$ cat src/rtl/vga_timing_gen.sv
// vga_timing_gen: raster scan counter with registered sync, data-enable and
// frame-start outputs. The raster advances one pixel per clock on which
// i_pix_stb is high, so a single system clock serves any pixel rate.
//
// Ports:
//   i_clk      system clock (only clock)
//   i_rst      synchronous active-high reset
//   i_pix_stb  pixel strobe; advances the raster by one pixel
//   o_x, o_y   registered horizontal / vertical position
//   o_h_sync   horizontal sync, active level SYNC_POL
//   o_v_sync   vertical sync (whole-line window), active level SYNC_POL
//   o_de       high inside the visible area
//   o_frame    one-clock pulse when the outputs first show (0,0) after a wrap
module vga_timing_gen #(
  parameter int unsigned H_ACTIVE = 640,
  parameter int unsigned H_FP     = 16,
  parameter int unsigned H_SYNC   = 96,
  parameter int unsigned H_BP     = 48,
  parameter int unsigned V_ACTIVE = 480,
  parameter int unsigned V_FP     = 10,
  parameter int unsigned V_SYNC   = 2,
  parameter int unsigned V_BP     = 33,
  parameter int unsigned SYNC_POL = 0
) (
  input  logic        i_clk,
  input  logic        i_rst,
  input  logic        i_pix_stb,
  output logic [15:0] o_x,
  output logic [15:0] o_y,
  output logic        o_h_sync,
  output logic        o_v_sync,
  output logic        o_de,
  output logic        o_frame
);

  localparam logic [15:0] H_LAST = 16'(H_ACTIVE + H_FP + H_SYNC + H_BP - 1);
  localparam logic [15:0] V_LAST = 16'(V_ACTIVE + V_FP + V_SYNC + V_BP - 1);
  localparam logic [15:0] H_ACT  = 16'(H_ACTIVE);
  localparam logic [15:0] V_ACT  = 16'(V_ACTIVE);
  localparam logic [15:0] HS_BEG = 16'(H_ACTIVE + H_FP);
  localparam logic [15:0] HS_END = 16'(H_ACTIVE + H_FP + H_SYNC);
  localparam logic [15:0] VS_BEG = 16'(V_ACTIVE + V_FP);
  localparam logic [15:0] VS_END = 16'(V_ACTIVE + V_FP + V_SYNC);
  localparam logic        SYNC_ON = (SYNC_POL != 0);

  logic [15:0] h_cnt_q, h_cnt_d;
  logic [15:0] v_cnt_q, v_cnt_d;
  logic        wrap_q, wrap_d;
  logic [15:0] x_q, y_q;
  logic        hs_q, hs_d;
  logic        vs_q, vs_d;
  logic        de_q, de_d;
  logic        frame_q;

  always_comb begin
    h_cnt_d = h_cnt_q;
    v_cnt_d = v_cnt_q;
    wrap_d  = 1'b0;
    if (i_pix_stb) begin
      if (h_cnt_q == H_LAST) begin
        h_cnt_d = '0;
        if (v_cnt_q == V_LAST) begin
          v_cnt_d = '0;
          wrap_d  = 1'b1;
        end else begin
          v_cnt_d = v_cnt_q + 16'd1;
        end
      end else begin
        h_cnt_d = h_cnt_q + 16'd1;
      end
    end
  end

  // Decode from the current counters; the output stage registers these
  // together with the counters so coordinates and syncs never skew.
  always_comb begin
    hs_d = ((h_cnt_q >= HS_BEG) && (h_cnt_q < HS_END)) ? SYNC_ON : ~SYNC_ON;
    vs_d = ((v_cnt_q >= VS_BEG) && (v_cnt_q < VS_END)) ? SYNC_ON : ~SYNC_ON;
    de_d = (h_cnt_q < H_ACT) && (v_cnt_q < V_ACT);
  end

  // wrap_q marks the strobe that took the counters to (0,0); it lasts one
  // clock, so o_frame stays a single pulse even if the strobe then stalls.
  always_ff @(posedge i_clk) begin
    if (i_rst) begin
      h_cnt_q <= '0;
      v_cnt_q <= '0;
      wrap_q  <= 1'b0;
      x_q     <= '0;
      y_q     <= '0;
      hs_q    <= ~SYNC_ON;
      vs_q    <= ~SYNC_ON;
      de_q    <= 1'b0;
      frame_q <= 1'b0;
    end else begin
      h_cnt_q <= h_cnt_d;
      v_cnt_q <= v_cnt_d;
      wrap_q  <= wrap_d;
      x_q     <= h_cnt_q;
      y_q     <= v_cnt_q;
      hs_q    <= hs_d;
      vs_q    <= vs_d;
      de_q    <= de_d;
      frame_q <= wrap_q;
    end
  end

  assign o_x      = x_q;
  assign o_y      = y_q;
  assign o_h_sync = hs_q;
  assign o_v_sync = vs_q;
  assign o_de     = de_q;
  assign o_frame  = frame_q;

endmodule

$ cat config.mk
export PLATFORM = sky130hd
export DESIGN_NAME = vga_timing_gen
export DESIGN_NICKNAME = d
export VERILOG_FILES = /design/src/rtl/vga_timing_gen.sv
export SDC_FILE = /design/constraint.sdc
export NUM_CORES = 1
export LEC_CHECK = 0
export ABC_AREA = 1
export CELL_PAD_IN_SITES_DETAIL_PLACEMENT = 0
export CELL_PAD_IN_SITES_GLOBAL_PLACEMENT = 1
export CORE_UTILIZATION = 45
export CTS_CLUSTER_SIZE = 24
export DETAILED_ROUTE_END_ITERATION = 8
export DONT_BUFFER_PORTS = 1
export GPL_ROUTABILITY_DRIVEN = 0
export PLACE_DENSITY_LB_ADDON = 0.1
export SETUP_SLACK_MARGIN = 0.02
export SLEW_MARGIN = 10
export SYNTH_ARGS = -nofsm -noshare
export SYNTH_HDL_FRONTEND = slang
export SYNTH_SLANG_ARGS = --single-unit
$ cat constraint.sdc
create_clock -name i_clk -period 2.4 [get_ports i_clk]
set_input_delay 0.48 -clock i_clk [delete_from_list [all_inputs] [get_ports i_clk]]
set_output_delay 0.48 -clock i_clk [all_outputs]
set_load 0.03 [all_outputs]
==> metrics.yaml <==
wirelength_um: 6460
rr_endpoint: "v_cnt_q[7]"
syn_to_final_growth_pct: 6.98
cts_setup_buffers: 0
die_area_um2: 7110
num_rows: 29
synth_fp_nets: 417
rrSetupSlack_ps: 710
cts_resized: 0
status: "finished with violations"
end_kind: "flop"
fin_nets: 417
path_clk_slew_ps: 80
ys_types: 28
reg2reg_depth: 8
relSlewSlack_pct: 62.3
tightest_slew_ps: 564
rsz0062_at_grt: "false"
hpwl_um: 4570
grt_overflow_total: 0
min_path_type: "input pin to flop"
grt_usage_pct: 20.0
clock_path_buffers: 2
die_h_um: 84.3
dr.pass1.iters: 6
wl_per_cell_um: 13.1
path_class: "flop to flop"
die_w_um: 84.3
post-route-period-util_pct: 70.3
drtIter0Drc: 119
endpoint: "v_cnt_q[7]"
finalSetupViolCount: 0
cp.required_ps: 2630
pin_count: 39
hold_violations: 0
diodes: 0
cts_tree: "built"
h-tree-depth: 3
max-cap-violations: 0
first_global_vias: 2243
clock_sinks: 69
fmax_mhz: 593
grt_max_degree: 55
portBuffers: 0
cts_hold_buf: 0
design.core.area_um2: 6460
drc_errors: 7
drv_slew: 0
vdd_drop_max_mv: 0.295
initial_core_util_pct: 47.2
p_leak_nw: 1.23
fin_crit_ps: 1690
violations: "DRC"
netlist_instances: 409
cts_made_buffers: 9
viasPerCell: 4.99
synth.cell_area_um2: 3050
crit_path_start: "h_cnt_q[1]"
p_per_area_nw_per_um2: 622
yosysTopAreaCell: "dfxtp_1"
r2r-start: "h_cnt_q[1]"
crit_arrival_ps: 1920
syn_avg_cell_area_um2: 7.46
antenna_left: 0
fin_skew_ps: 11.2
drive_above_1_share_pct: 12.1
synthTopCellsByArea: "dfxtp_1 45%, nor2_1 11%, nand2_1 9.7%"
yosys_register_bits: 69
yosysWarnings: 0
num_vias: 2451
worst-path-max-fanout: 14
grt_pass1_wl_um: 11100
yosysSeqAreaShare_pct: 45.3
synth_top_area_share_pct: 45.3
holdWs_ps: 191
setup_tns_ps: 0
clockRootBuffer: "clkbuf_8"
antenna_found_initial: 0
start_kind: "flop"
worstSkewPairLatency_ps: 340
[metal layers]
layer,vias up,track usage (%),part of all wire [%]
li1,1286,-,-
met1,1106,30.6,56
met2,54,26.5,39
met3,5,3.74,3.8
met4,0,9.40,0.99
met5,-,0,0
[cell usage after synthesis, drive strengths merged]
cell type,n
a21oi,17
a31oi,1
buf,7
clkbuf,4
dfxtp,69
ha,5
inv,48
nand2,86
nand3,34
nand4,12
nor2,95
nor3,12
nor3b,1
o21ai,7
o22ai,1
xor2,10
[area by class of cell]
type                            instances  area, um^2
Multi-Input combinational cell        281        1430
Sequential cell                        69        1380
Clock inverter                          3        20.0
Fill cell                             699        3200
Tap cell                               77        96.3
Inverter                               48         180
Clock buffer                           13         159
[through the flow]
| step | utilization (%) | power, W | setup slack (ps) | cell area [um^2] | cells |
|---|---|---|---|---|---|
| floorplan | - | 0.00122 | 1020 | 3050 | 409 |
| global placement | 47.7 | 0.00121 | 736 | 3080 | 475 |
| detailed placement | 47.7 | 0.00121 | 703 | 3080 | 475 |
| CTS | 50.5 | 0.00206 | 690 | 3260 | 491 |
| global route | 50.5 | 0.00212 | 464 | 3260 | 491 |
| finish | 50.5 | 0.00203 | 713 | 3260 | 491 |
[state kept, by name (all words and copies together) (netlist names), 16 cells and up]
register,count
h_cnt_q,16
o_x,16
o_y,16
v_cnt_q,16
[how the worst min path moves through the flow]
stage / from / endpoint / slack (ps) / cells past startpoint
after floorplan: wrap_q / o_frame / 390 / 2
after global placement: wrap_q / o_frame / 400 / 2
after detailed placement: wrap_q / o_frame / 400 / 2
after CTS: i_rst / v_cnt_q[13] / 180 / 1
after global routing: i_rst / v_cnt_q[10] / 170 / 1
final: i_rst / v_cnt_q[10] / 190 / 1
[worst max-delay path, stage by stage (launching register included)]
cell	delay (ps)
dfxtp_1	360
ha_1	220
inv_1	50
nor2_1	110
nand3_1	80
nor2_1	140
nand2_1	360
nand2_1	210
a21oi_2	70
[cells by family (layout without fill, tap and decap cells)]
group,Yosys count,after routing,synth area share (%)
XOR/XNOR,10,10,2.87
AND/OR/NAND/NOR,240,240,36.2
AO/OA/AOI/OAI,26,26,5.58
adder cells (fa/ha/maj),5,5,2.05
flip-flops,69,69,45.3
buffers and inverters,59,64,7.96
[power breakdown]
part           total [W]  switching [W]  leakage, nW  internal (W)
clock network   0.000849       0.000418       0.0857      0.000431
logic          0.0000217      0.0000154        0.585    0.00000625
registers        0.00116     0.00000808        0.557       0.00115
[cells in the final DEF, fill, tap and decap left out, types with 2 or more instances in the layout]
| cell type | count |
|---|---|
| clkinvlp_4 | 2 |
| inv_2 | 4 |
| inv_1 | 44 |
| o21ai_0 | 4 |
| ha_1 | 5 |
| nor2_1 | 89 |
| xor2_1 | 10 |
| a21oi_1 | 7 |
| dfxtp_1 | 69 |
| nand3_2 | 8 |
| nand2_1 | 79 |
| a21oi_2 | 10 |
| o21ai_1 | 3 |
| clkbuf_1 | 2 |
| nor2_4 | 2 |
| nand2_2 | 6 |
| clkbuf_8 | 11 |
| nor2_2 | 3 |
| nand4_1 | 12 |
| nand3_1 | 26 |
| nor3_1 | 11 |
Note: power is estimated with default switching activity, not from simulation.
